### src/rtl/hyperbolic_cordic_unit_if.sv
// Handshake bundle for hyperbolic_cordic_unit: input operand side and result side.
// The master drives operands and accepts results; the slave is the CORDIC engine.
interface hyperbolic_cordic_unit_if #(
    parameter int NUM_W = 16
);
    logic [NUM_W-1:0] in_data;
    logic             in_mode;
    logic             in_valid;
    logic             in_ready;
    logic [NUM_W-1:0] out_data;
    logic             out_range;
    logic             out_valid;
    logic             out_ready;

    modport master (
        output in_data, in_mode, in_valid, out_ready,
        input  in_ready, out_data, out_range, out_valid
    );

    modport slave (
        input  in_data, in_mode, in_valid, out_ready,
        output in_ready, out_data, out_range, out_valid
    );
endinterface

### src/rtl/hyperbolic_cordic_unit.sv
// Iterative hyperbolic CORDIC: e^z by rotation, ln(x) by vectoring when CORDIC_LN_EN is defined.
// One micro-rotation per clock; shift indices 4, 13 and 40 are repeated for convergence.
module hyperbolic_cordic_unit #(
    parameter int NUM_W      = 16,
    parameter int FRAC_W     = 13,
    parameter int GUARD_W    = 3,
    parameter int ITERATIONS = NUM_W
) (
    input  logic                        clk,
    input  logic                        rstn,
    hyperbolic_cordic_unit_if.slave     bus
);

    function automatic int num_repeats(input int iters);
        int n;
        n = 0;
        if (iters >= 4)  n++;
        if (iters >= 13) n++;
        if (iters >= 40) n++;
        return n;
    endfunction

    function automatic int shift_at(input int k);
        int n;
        int r;
        n = 0;
        r = ITERATIONS;
        for (int j = 1; j <= ITERATIONS; j++) begin
            if (n == k) r = j;
            n++;
            if (j == 4 || j == 13 || j == 40) begin
                if (n == k) r = j;
                n++;
            end
        end
        return r;
    endfunction

    localparam int XW    = NUM_W + GUARD_W + 1;
    localparam int ZW    = NUM_W + GUARD_W;
    localparam int RW    = XW + 1;
    localparam int QF    = FRAC_W + GUARD_W;
    localparam int STEPS = ITERATIONS + num_repeats(ITERATIONS);
    localparam int SW    = $clog2(STEPS);
    localparam int SHW   = $clog2(ITERATIONS + 1);

    localparam int InvKQ  = $rtoi(1.207497 * (2.0 ** QF) + 0.5);
    localparam int ExpLim = $rtoi(1.1182 * (2.0 ** FRAC_W));
    localparam int LnHi   = $rtoi(9.35 * (2.0 ** FRAC_W));
    localparam int LnLo   = $rtoi($ceil(0.107 * (2.0 ** FRAC_W)));

    localparam logic [SW-1:0]        LastStep = SW'(STEPS - 1);
    localparam logic signed [RW-1:0] RndHalf  = RW'(1 << (GUARD_W - 1));
    localparam logic [NUM_W-1:0]     SatMax   = {1'b0, {(NUM_W-1){1'b1}}};
    localparam logic [NUM_W-1:0]     SatMin   = {1'b1, {(NUM_W-1){1'b0}}};

    typedef enum logic [1:0] {StIdle, StIter, StDone} state_e;

    state_e                  r_state, w_state_d;
    logic [SW-1:0]           r_step;
    logic signed [XW-1:0]    r_x, r_y;
    logic signed [ZW-1:0]    r_z;
    logic                    r_range, r_neg;
    logic [NUM_W-1:0]        r_out_data;
    logic                    r_out_range, r_out_valid;

    logic                    w_accept, w_last, w_release;

    // Per-step shift index and atanh constant, built at elaboration.
    logic [SHW-1:0]          w_shift_tab [STEPS];
    logic signed [ZW-1:0]    w_atanh_tab [STEPS];

    for (genvar g = 0; g < STEPS; g++) begin : g_tab
        localparam int  Sh  = shift_at(g);
        localparam real AtR = $atanh(1.0 / (2.0 ** Sh)) * (2.0 ** QF);
        localparam int  AtQ = $rtoi(AtR + 0.5);
        assign w_shift_tab[g] = SHW'(Sh);
        assign w_atanh_tab[g] = ZW'(AtQ);
    end

    always_ff @(posedge clk or negedge rstn) begin
        if (!rstn) r_state <= StIdle;
        else       r_state <= w_state_d;
    end

    always_comb begin
        w_state_d = r_state;
        w_accept  = 1'b0;
        w_last    = 1'b0;
        w_release = 1'b0;
        unique case (r_state)
            StIdle: if (bus.in_valid) begin
                w_accept  = 1'b1;
                w_state_d = StIter;
            end
            StIter: if (r_step == LastStep) begin
                w_last    = 1'b1;
                w_state_d = StDone;
            end
            StDone: if (bus.out_ready) begin
                w_release = 1'b1;
                w_state_d = StIdle;
            end
            default: w_state_d = StIdle;
        endcase
    end

    logic signed [31:0]      w_in_ext;
    logic signed [XW-1:0]    w_x_ld, w_y_ld;
    logic signed [ZW-1:0]    w_z_ld;
    logic                    w_range_ld, w_neg_ld;

    assign w_in_ext = {{(32-NUM_W){bus.in_data[NUM_W-1]}}, bus.in_data};

`ifdef CORDIC_LN_EN
    logic                    r_mode;
    logic signed [NUM_W:0]   w_in_p1, w_in_m1;
    assign w_in_p1 = {bus.in_data[NUM_W-1], bus.in_data} + (NUM_W+1)'(1 << FRAC_W);
    assign w_in_m1 = {bus.in_data[NUM_W-1], bus.in_data} - (NUM_W+1)'(1 << FRAC_W);
`endif

    always_comb begin
        w_x_ld     = XW'(InvKQ);
        w_y_ld     = '0;
        w_z_ld     = {bus.in_data, {GUARD_W{1'b0}}};
        w_range_ld = (w_in_ext > ExpLim) || (w_in_ext < -ExpLim);
        w_neg_ld   = 1'b0;
`ifdef CORDIC_LN_EN
        if (bus.in_mode) begin
            w_x_ld     = {w_in_p1, {GUARD_W{1'b0}}};
            w_y_ld     = {w_in_m1, {GUARD_W{1'b0}}};
            w_z_ld     = '0;
            w_range_ld = (w_in_ext <= 0) || (w_in_ext > LnHi) || (w_in_ext < LnLo);
            w_neg_ld   = (w_in_ext <= 0);
        end
`endif
    end

    logic [SHW-1:0]          w_sh;
    logic signed [ZW-1:0]    w_at;
    logic signed [XW-1:0]    w_xs, w_ys, w_x_n, w_y_n;
    logic signed [ZW-1:0]    w_z_n;
    logic                    w_dpos;

    assign w_sh = w_shift_tab[r_step];
    assign w_at = w_atanh_tab[r_step];
    assign w_xs = r_x >>> w_sh;
    assign w_ys = r_y >>> w_sh;

`ifdef CORDIC_LN_EN
    // Vectoring drives y toward zero; rotation drives z toward zero.
    assign w_dpos = r_mode ? r_y[XW-1] : ~r_z[ZW-1];
`else
    assign w_dpos = ~r_z[ZW-1];
`endif

    assign w_x_n = w_dpos ? (r_x + w_ys) : (r_x - w_ys);
    assign w_y_n = w_dpos ? (r_y + w_xs) : (r_y - w_xs);
    assign w_z_n = w_dpos ? (r_z - w_at) : (r_z + w_at);

    logic signed [RW-1:0]    w_res_exp, w_res, w_sum, w_rnd;
    logic                    w_fits;
    logic [NUM_W-1:0]        w_sat, w_out;

    assign w_res_exp = {w_x_n[XW-1], w_x_n} + {w_y_n[XW-1], w_y_n};
`ifdef CORDIC_LN_EN
    assign w_res = r_mode ? {w_z_n[ZW-1], w_z_n, 1'b0} : w_res_exp;
`else
    assign w_res = w_res_exp;
`endif
    assign w_sum  = w_res + RndHalf;
    assign w_rnd  = w_sum >>> GUARD_W;
    assign w_fits = (&w_rnd[RW-1:NUM_W-1]) | ~(|w_rnd[RW-1:NUM_W-1]);
    assign w_sat  = w_fits ? w_rnd[NUM_W-1:0] : (w_rnd[RW-1] ? SatMin : SatMax);
    assign w_out  = r_neg ? SatMin : w_sat;

    always_ff @(posedge clk or negedge rstn) begin
        if (!rstn) begin
            r_step      <= '0;
            r_x         <= '0;
            r_y         <= '0;
            r_z         <= '0;
            r_range     <= 1'b0;
            r_neg       <= 1'b0;
            r_out_data  <= '0;
            r_out_range <= 1'b0;
            r_out_valid <= 1'b0;
`ifdef CORDIC_LN_EN
            r_mode      <= 1'b0;
`endif
        end else begin
            if (w_accept) begin
                r_x     <= w_x_ld;
                r_y     <= w_y_ld;
                r_z     <= w_z_ld;
                r_step  <= '0;
                r_range <= w_range_ld;
                r_neg   <= w_neg_ld;
`ifdef CORDIC_LN_EN
                r_mode  <= bus.in_mode;
`endif
            end else if (r_state == StIter) begin
                r_x    <= w_x_n;
                r_y    <= w_y_n;
                r_z    <= w_z_n;
                r_step <= w_last ? '0 : r_step + SW'(1);
            end
            if (w_last) begin
                r_out_data  <= w_out;
                r_out_range <= r_range;
                r_out_valid <= 1'b1;
            end else if (w_release) begin
                r_out_valid <= 1'b0;
            end
        end
    end

    assign bus.in_ready  = (r_state == StIdle);
    assign bus.out_data  = r_out_data;
    assign bus.out_range = r_out_range;
    assign bus.out_valid = r_out_valid;

endmodule

### src/flat_wrapper.sv
// flat-port wrapper written by rule: the top's interface ports become plain ports
module hyperbolic_cordic_unit_flat 
#(
    parameter int NUM_W      = 16,
    parameter int FRAC_W     = 13,
    parameter int GUARD_W    = 3,
    parameter int ITERATIONS = NUM_W
)
  (clk, rstn, bus_in_data, bus_in_mode, bus_in_valid, bus_out_ready, bus_in_ready, bus_out_data, bus_out_range, bus_out_valid);
  hyperbolic_cordic_unit_if #(.NUM_W(NUM_W)) bus_i ();
  input  logic clk;
  input  logic rstn;
  input wire logic [$bits(bus_i.in_data)-1:0] bus_in_data;
  input wire logic [$bits(bus_i.in_mode)-1:0] bus_in_mode;
  input wire logic [$bits(bus_i.in_valid)-1:0] bus_in_valid;
  input wire logic [$bits(bus_i.out_ready)-1:0] bus_out_ready;
  output wire logic [$bits(bus_i.in_ready)-1:0] bus_in_ready;
  output wire logic [$bits(bus_i.out_data)-1:0] bus_out_data;
  output wire logic [$bits(bus_i.out_range)-1:0] bus_out_range;
  output wire logic [$bits(bus_i.out_valid)-1:0] bus_out_valid;
  assign bus_i.in_data = bus_in_data;
  assign bus_i.in_mode = bus_in_mode;
  assign bus_i.in_valid = bus_in_valid;
  assign bus_i.out_ready = bus_out_ready;
  assign bus_in_ready = bus_i.in_ready;
  assign bus_out_data = bus_i.out_data;
  assign bus_out_range = bus_i.out_range;
  assign bus_out_valid = bus_i.out_valid;
  hyperbolic_cordic_unit #(.NUM_W(NUM_W), .FRAC_W(FRAC_W), .GUARD_W(GUARD_W), .ITERATIONS(ITERATIONS)) u_core (.clk(clk), .rstn(rstn), .bus(bus_i));
endmodule
### config.mk
export PLATFORM = sky130hd
export DESIGN_NAME = hyperbolic_cordic_unit_flat
export DESIGN_NICKNAME = d
export VERILOG_FILES = /design/src/rtl/hyperbolic_cordic_unit_if.sv /design/src/rtl/hyperbolic_cordic_unit.sv /design/src/flat_wrapper.sv
export SDC_FILE = /design/constraint.sdc
export NUM_CORES = 1
export LEC_CHECK = 0
export BUFFER_PORTS_ARGS = -buffer_cell sky130_fd_sc_hd__buf_4
export CAP_MARGIN = 10
export CELL_PAD_IN_SITES_DETAIL_PLACEMENT = 1
export CELL_PAD_IN_SITES_GLOBAL_PLACEMENT = 1
export CORE_MARGIN = 4
export CORE_UTILIZATION = 45
export CTS_CLUSTER_DIAMETER = 60
export DETAILED_ROUTE_END_ITERATION = 6
export GPL_TIMING_DRIVEN = 0
export PLACE_DENSITY_LB_ADDON = 0.15
export SLEW_MARGIN = 20
export SYNTH_ARGS = -nofsm -noshare
export SYNTH_HDL_FRONTEND = slang
export SYNTH_SLANG_ARGS = --single-unit
### constraint.sdc
create_clock -name clk -period 19.9 [get_ports clk]
set_input_delay 1.99 -clock clk [delete_from_list [all_inputs] [get_ports clk]]
set_output_delay 1.99 -clock clk [all_outputs]
set_load 0.05 [all_outputs]
; Word level (Yosys, flattened, before mapping)
; Memories as Yosys holds them, arrays and structs flattened.
; Cells that the tools add are included.
[op_classes]
n_addsub = 9
multipliers = 0
div_mod_pow = 0
magnitude_cmp = 3
n_eq_ne = 6
shifts = 2
n_mux = 30
bitwise_logic = 3
n_reduce_logical = 7
[ops]
columns = cell, count
row1 = $mux 20, 6
row2 = $mux 19, 5
row3 = $add 20x20->20, 2
row4 = $sshr 20x5->20, 2
row5 = $sub 20x20->20, 2
row6 = $mux 16, 2
row7 = $mux 5, 5
row8 = $add 20x20->21, 1
row9 = $add 21x4->21 const B, 1
row10 = $add 19x19->19, 1
row11 = $sub 19x19->19, 1
row12 = $gt 16x15->1 const B, 1
row13 = $lt 16x15->1 const B, 1
row14 = $mux 1, 8
row15 = $ge 6x6->1 const B, 1
row16 = $mux 2, 3
row17 = $not 5->6, 1
row18 = $pmux 2 s3, 1
row19 = $reduce_and 3->1, 2
row20 = $add 5x1->5 const B, 1
row21 = $eq 5x5->1 const B, 1
row22 = $ne 2x2->1 const B, 2
row23 = $reduce_bool 2->1, 2
row24 = $reduce_or 3->1, 1
row25 = 7 further kinds, 7
[totals]
reg_bits = 85
latchBits = 0
mem_bits_rw = 0
rom_bits = 768
input_bits = 21
out_inout_bits = 19
word_cells = 71
memories = 2
[memory_table]
columns = memory, depth, word_bits, read_ports, rd_clocked_by_memory_dff, wr, line
row1 = (name not given), 32, 19, 1, 0, 0, hyperbolic_cordic_unit.sv:146  ; assign w_at = w_atanh_tab[r_step];
row2 = (name not given), 32, 5, 1, 0, 0, hyperbolic_cordic_unit.sv:145  ; assign w_sh = w_shift_tab[r_step];

; Logic depth before layout (Yosys ltp)
[logic_depth]
depth_word = 13
mapped_depth = 43
ltp_nobuf = 36

; Worst setup path before layout
; OpenSTA, ideal clock, no wires.
[synth_path]
path_kind = flip-flop to flip-flop
start = register u_core.r_step[0]
end = register u_core.r_out_data[11] (netlist: u_core.bus.out_data[11])
arrival_time_ns = 9.244
t_required_ns = 19.763
slack_ns = 10.519
path_stages_with_launch = 42
synth_period_minus_slack_ns = 9.381
path_cell_list = dfrtp_1 -> buf_4 -> buf_2 -> buf_1 -> inv_1 -> ha_1 -> buf_2 -> buf_2 -> buf_4 -> buf_2 -> mux2i_1 -> o22ai_1 -> a311oi_1 -> mux2i_1 -> a2111oi_2 -> nand4b_1 -> nor2b_1 -> xnor2_1 -> [6 not listed] -> nand2b_1 -> a21o_1 -> a21oi_1 -> xnor2_1 -> ha_1 -> ha_1 -> a21o_1 -> a21oi_1 -> nor2b_1 -> or4_1 -> o221a_2 -> a21o_1 -> a21oi_1 -> mux2i_1 -> a221oi_1 -> nor3_1 -> clkbuf_1 -> a21oi_1
[synth_via]
elab_chain_len = 13
word_cells_on_any_way = 23
cone_classes = 6 x add/sub / 1 x eq/ne / 2 x shift / 8 x mux / 3 x bitwise / 2 x reduce/logical / 1 x memory
[synth_rtl]
columns = item, line
row1 = "start, declared", hyperbolic_cordic_unit.sv:60  ; logic [SW-1:0] r_step;
row2 = "start signal, assigned", hyperbolic_cordic_unit.sv:206  ; r_step <= w_last ? '0 : r_step + SW'(1);
row3 = $not 5->6 (not written as such), hyperbolic_cordic_unit.sv:145
row4 = $mem_v2 32x5, n/a
row5 = $mux 5 (not written as such) (2 in a row), hyperbolic_cordic_unit.sv:145
row6 = "$sshr 20x5->20, on equally long branches", "hyperbolic_cordic_unit.sv:148, hyperbolic_cordic_unit.sv:147"
row7 = "$add 20x20->20, or another cell as far along", hyperbolic_cordic_unit.sv:157  ; assign w_x_n = w_dpos ? (r_x + w_ys) : (r_x - w_ys);
row8 = "$mux 20, on equally long branches", "hyperbolic_cordic_unit.sv:157, hyperbolic_cordic_unit.sv:158"
row9 = $add 20x20->21, hyperbolic_cordic_unit.sv:165  ; assign w_res_exp = {w_x_n[XW-1], w_x_n} + {w_y_n[XW-1], w_y_n};
row10 = $add 21x4->21, hyperbolic_cordic_unit.sv:171  ; assign w_sum = w_res + RndHalf;
row11 = $reduce_or 3->1, hyperbolic_cordic_unit.sv:173  ; assign w_fits = (&w_rnd[RW-1:NUM_W-1]) | ~(|w_rnd[RW-1:NUM_W-1]);
row12 = $not 1->1, hyperbolic_cordic_unit.sv:173
row13 = $or 1x1->1, hyperbolic_cordic_unit.sv:173
row14 = $mux 16, hyperbolic_cordic_unit.sv:174  ; assign w_sat = w_fits ? w_rnd[NUM_W-1:0] : (w_rnd[RW-1] ? SatMin : SatMax);
row15 = "end signal, assigned", hyperbolic_cordic_unit.sv:209  ; r_out_data <= w_out;
row16 = "end, declared", hyperbolic_cordic_unit.sv:64  ; logic [NUM_W-1:0] r_out_data;
; Several ways; a longest one is shown, not always the timed one. The select of a mux whose other input is x is not followed.
; A chain may end at the register's enable or synchronous reset.

; Final worst setup path
[layout_path]
start = register u_core.r_step[0]
end = register u_core.r_out_data[9] (netlist: u_core.bus.out_data[9])
; Same word-level chain as after synthesis.

==> flow_results.org <==
** Outcome
- The run finished with clean final reports.

** Detailed routing
- Iteration count of the initial detailed-routing pass :: 5
- In the final routed layout, each cell accounts on average for 26.87 um.
- Residual DRC :: 0
- Using the TritonRoute via totals, the vias-per-cell ratio works out to 6.690.
- Routed Wire Length :: 52.29 mm
- Number of nets still failing antenna checks after routing :: 0
- The detailed router finished its first iteration with 1,088 violations.
- The final route contains 13,020 vias.

** Worst setup path
- The setup path with the least slack is of type flip-flop to flip-flop.
- The worst setup path is captured at a flip-flop.
- Worst setup startpoint :: u_core.r_step[0]$_DFFE_PN0P_
- Data on the critical path is required at its endpoint by 20.11 ns.
- In this run the worst path has a maximum fanout of 10.
- CP top delay family :: compound AO/OA/AOI/OAI gates
- Cell with the largest stage delay on the worst path :: sky130_fd_sc_hd__a2111oi_1
- Worst reg2reg endpoint :: u_core.bus.out_data[9]$_DFFE_PN0P_
- Measured in cells, the most critical reg-to-reg path has a length of 41.
- The worst setup path is launched from a flip-flop.
- Worst r2r src :: u_core.r_step[0]$_DFFE_PN0P_
- Cell mode on critical path :: sky130_fd_sc_hd__a21oi_1
- Worst path arrival time :: 12.48 ns
- Sum of buffers and inverters on the critical path :: 8
- Slack of the worst reg-to-reg path :: 7.63 ns
- Critical Path Max Stage Delay :: 0.89 ns

** Timing
- Timing would allow up to 0.08149 GHz.
- The worst pin sits at a relative slew slack of 0.3102.
- The worst path in the final design needs a cycle of 12.27 ns, including I/O delays and setup.
- Summed over all failing endpoints, the final setup total negative slack is 0 ns.
- Final worst clock skew :: 0.01112 ns
- Hold violation count in the final report :: 0
- In the finished design, the share of the clock period the worst path needs comes to 0.6167.
- Setup repair after global routing left no endpoint under its margin.
- For the pin with the worst max-slew slack, the measured transition is 1.032 ns.
- Number of failing setup endpoints in the final timing report :: 0
- Max-slew violation total from the final report :: 0

** CTS
- TritonCTS built the clock tree.
- # clock sinks :: 85
- Clock tree synthesis inserted a total of 9 buffers.
- After clock tree synthesis, the setup repair step added 0 buffers.
- Gates resized during post-CTS repair numbered 0.
- Root Buffer :: sky130_fd_sc_hd__clkbuf_16
- After clock tree synthesis, the clock-pin slew on the worst setup and hold paths is 0.07 ns.
- For this design, the CTS-stage hold fixing added 0 buffers.
- Clock latency on the worst-skew pair, taken at its later pin, is 0.36 ns.
- The clock tree synthesis step divided the H-tree into 3 levels.
- Buffers from clock root to sink, at most :: 2

** Synth
- Counting every instance in the synthesized netlist gives 1,559.
- A synthesized cell averages 7.700 um2.
- For this run, the register share of the synthesized area comes to 0.1772.
- Yosys printed 0 warnings.
- Synthesis produced a netlist with a net count of 1,685.
- Most instantiated flip-flop cell in the synthesis netlist :: sky130_fd_sc_hd__dfrtp_1
- The netlist uses 87 different library cells.
- Cell area after synthesis :: 12,000 um2
- Of all flip-flops after synthesis, the portion carrying an async set or reset was 1.000.
- Number of synthesized register bits :: 85
- Count of flip-flops with a built-in enable after synthesis :: 0

** Min path
- The worst hold path passes through 2 cells.
- Type of the worst min-delay path :: flip-flop to flip-flop
- The worst hold path terminates at u_core.r_range$_DFFE_PN0P_.
- The worst hold path begins at u_core.r_range$_DFFE_PN0P_.

** Die
- Height of the die :: 171.3 um
- After floorplanning, the core was divided into 59 placement rows.
- The die covers 29,350 um2.
- Core outline area :: 26,130 um2
- Die width :: 171.3 um
- For this design the top-level I/O count stands at 40.
- For this configuration, the core starts out at a cell density of 0.4594.

** Cells and area
- Final-layout fill cell count :: 3,333
- The repair_antennas step left the layout with diodes totalling 0.
- Proportion of layout cells with a drive suffix above 1 :: 0.09435
- Compared with the post-synthesis result, the final layout area differs by 8.579%.
- Number of nets in the layout :: 1,735
- With fillers left out, the area of the finished cells amounts to 13,030 um2.

** Placed design
- Estimated wirelength of the detail-placed design :: 41.42 mm
- At the end of routability-driven placement, the weighted congestion stood at 1.033.
- Port buffer count :: 38
- Instance area at placement :: 12,730 um2

** GRT
- Entering global routing, the biggest net connects 86 pins.
- The first global-routing pass estimated 79.59 mm of wire.
- The total overflow left after global routing is 0.
- Total Routing Usage GR :: 0.3548
- Vias in the first global route :: 12,980
- Initial antenna violation count :: 1

** Run
- Count of maximum capacitance violations :: 0
==> flip-flops by register name (all words and copies together) (netlist names) <==
| register | count |
|---|---|
| u_core.r_range | 1 |
| u_core.r_y | 20 |
| u_core.r_x | 20 |
| u_core.bus.out_range | 1 |
| u_core.r_z | 19 |
| u_core.bus.out_data | 16 |
| u_core.bus.out_valid | 1 |
| u_core.r_step | 5 |
| u_core.r_state | 2 |
==> cell type report <==
cell class              count  area (um2)  share of cell area
flip-flops and latches     85        2127              0.1632
clock buffers              11       242.7             0.01862
plain buffers             103       486.7             0.03734
repair buffers             39       294.0             0.02256
clock inverters             2       60.06            0.004608
inverters                  53       198.9             0.01526
multi-input cells        1318        9205              0.7062
well taps                 335       419.2             0.03216
==> metrics by stage <==
step	cells	setup slack, ns	hold slack, ns	utilization
final	1946	7.628	0.4980	0.4988
after global routing	1946	6.914	0.5132	0.4988
after CTS	1946	7.775	0.4913	0.4988
after detailed placement	1933	7.886	0.4637	0.4872
after global placement	1932	7.904	0.4552	0.4863
after floorplan	1559	10.52	0.4331	-
==> worst register-to-register path: cells and delay by family (launching register included) <==
family                     cells  cell delay, ns
DFF                            1            0.39
AOI/OAI and AO/OA             15            3.65
buffers and inverters          8            3.12
xor gates and xnor gates       2            0.41
adders and majority gates      4            1.50
muxes                          3            0.94
and+or+nand+nor                9            2.11
==> cells by family (layout without fill, tap and decap cells) <==
group | after synthesis | count (layout) | share of synthesized area
xor gates and xnor gates | 106 | 106 | 0.07859
and+or+nand+nor | 512 | 512 | 0.2023
AOI/OAI and AO/OA | 467 | 467 | 0.2614
muxes | 128 | 128 | 0.1120
adders and majority gates | 105 | 105 | 0.1113
DFF | 85 | 85 | 0.1772
buffers and inverters | 156 | 208 | 0.05712
==> how the worst max path moves through the flow <==
stage | cells past startpoint | endpoint
after floorplan | 41 | u_core.bus.out_data[11]$_DFFE_PN0P_
after global placement | 41 | u_core.bus.out_data[6]$_DFFE_PN0P_
after detailed placement | 41 | u_core.bus.out_data[9]$_DFFE_PN0P_
after CTS | 41 | u_core.bus.out_data[9]$_DFFE_PN0P_
after global routing | 42 | u_core.bus.out_data[11]$_DFFE_PN0P_
final | 41 | u_core.bus.out_data[9]$_DFFE_PN0P_
==> Yosys cell counts, types with 5 or more instances <==
cell	count	share of area
sky130_fd_sc_hd__nand4_1	9	0.0047
sky130_fd_sc_hd__a31oi_1	16	0.0083
sky130_fd_sc_hd__a21oi_1	105	0.044
sky130_fd_sc_hd__xnor2_1	65	0.047
sky130_fd_sc_hd__inv_1	53	0.017
sky130_fd_sc_hd__o41ai_1	5	0.0036
sky130_fd_sc_hd__o21ai_0	106	0.044
sky130_fd_sc_hd__o22a_1	12	0.0088
sky130_fd_sc_hd__nand2_1	163	0.051
sky130_fd_sc_hd__a22o_1	6	0.0044
sky130_fd_sc_hd__o221ai_1	8	0.0058
sky130_fd_sc_hd__a22oi_1	16	0.010
sky130_fd_sc_hd__mux2i_1	100	0.083
sky130_fd_sc_hd__nor2b_1	24	0.013
sky130_fd_sc_hd__o211ai_1	20	0.013
sky130_fd_sc_hd__and3_1	22	0.011
sky130_fd_sc_hd__o221a_2	5	0.0047
sky130_fd_sc_hd__a311o_1	6	0.0050
sky130_fd_sc_hd__and2_1	7	0.0036
sky130_fd_sc_hd__mux2_2	24	0.023
sky130_fd_sc_hd__o31ai_1	11	0.0069
sky130_fd_sc_hd__or2_2	8	0.0042
sky130_fd_sc_hd__a21boi_0	5	0.0031
sky130_fd_sc_hd__nand3b_1	9	0.0056
sky130_fd_sc_hd__xor2_1	40	0.029
sky130_fd_sc_hd__a211oi_1	19	0.012
sky130_fd_sc_hd__nand3_1	50	0.021
sky130_fd_sc_hd__nor3_1	35	0.015
sky130_fd_sc_hd__ha_1	102	0.11
sky130_fd_sc_hd__clkbuf_1	43	0.013
sky130_fd_sc_hd__or3_1	15	0.0078
sky130_fd_sc_hd__a21o_1	17	0.011
sky130_fd_sc_hd__o21a_1	13	0.0081
sky130_fd_sc_hd__nand2b_1	22	0.011
sky130_fd_sc_hd__dfrtp_1	85	0.18
sky130_fd_sc_hd__o22ai_1	22	0.011
sky130_fd_sc_hd__a311oi_1	10	0.0073
sky130_fd_sc_hd__a221oi_1	16	0.012
sky130_fd_sc_hd__nor2_1	131	0.041
sky130_fd_sc_hd__buf_1	14	0.0044
sky130_fd_sc_hd__buf_4	12	0.0075
sky130_fd_sc_hd__buf_2	31	0.013
==> per-layer routing <==
| metal | wire, um | up-vias | track usage |
|---|---|---|---|
| met2 | 23170 | 540 | 0.5660 |
| met1 | 22750 | 6483 | 0.4808 |
| met5 | 0 | - | 0 |
| met4 | 2833 | 0 | 0.1602 |
| met3 | 3535 | 148 | 0.04597 |
| li1 | - | 5848 | - |
==> cell usage in the layout, fill, tap and decap left out, types with 9 or more instances in the layout <==
| master | Yosys | routed |
|---|---|---|
| sky130_fd_sc_hd__xor2_1 | 40 | 40 |
| sky130_fd_sc_hd__nor2_1 | 131 | 131 |
| sky130_fd_sc_hd__nand2_1 | 163 | 163 |
| sky130_fd_sc_hd__xnor2_1 | 65 | 65 |
| sky130_fd_sc_hd__a311oi_1 | 10 | 10 |
| sky130_fd_sc_hd__o21a_1 | 13 | 13 |
| sky130_fd_sc_hd__nand4_1 | 9 | 9 |
| sky130_fd_sc_hd__or3_1 | 15 | 15 |
| sky130_fd_sc_hd__inv_1 | 53 | 53 |
| sky130_fd_sc_hd__buf_2 | 31 | 32 |
| sky130_fd_sc_hd__a211oi_1 | 19 | 19 |
| sky130_fd_sc_hd__dfrtp_1 | 85 | 85 |
| sky130_fd_sc_hd__nor2b_1 | 24 | 24 |
| sky130_fd_sc_hd__buf_1 | 14 | 14 |
| sky130_fd_sc_hd__clkbuf_16 | 0 | 9 |
| sky130_fd_sc_hd__and3_1 | 22 | 22 |
| sky130_fd_sc_hd__o211ai_1 | 20 | 20 |
| sky130_fd_sc_hd__o22a_1 | 12 | 12 |
| sky130_fd_sc_hd__a22oi_1 | 16 | 16 |
| sky130_fd_sc_hd__a21o_1 | 17 | 17 |
| sky130_fd_sc_hd__nor3_1 | 35 | 35 |
| sky130_fd_sc_hd__mux2_2 | 24 | 24 |
| sky130_fd_sc_hd__o31ai_1 | 11 | 11 |
| sky130_fd_sc_hd__mux2i_1 | 100 | 100 |
| sky130_fd_sc_hd__a31oi_1 | 16 | 15 |
| sky130_fd_sc_hd__nand3b_1 | 9 | 9 |
| sky130_fd_sc_hd__a221oi_1 | 16 | 16 |
| sky130_fd_sc_hd__o22ai_1 | 22 | 22 |
| sky130_fd_sc_hd__nand3_1 | 50 | 50 |
| sky130_fd_sc_hd__buf_4 | 12 | 49 |
| sky130_fd_sc_hd__ha_1 | 102 | 102 |
| sky130_fd_sc_hd__o21ai_0 | 106 | 106 |
| sky130_fd_sc_hd__a21oi_1 | 105 | 105 |
| sky130_fd_sc_hd__nand2b_1 | 22 | 22 |
| sky130_fd_sc_hd__clkbuf_1 | 43 | 44 |
Power is not shown: default switching activity piles up to over one toggle a cycle in this logic, so the estimate is an artifact.
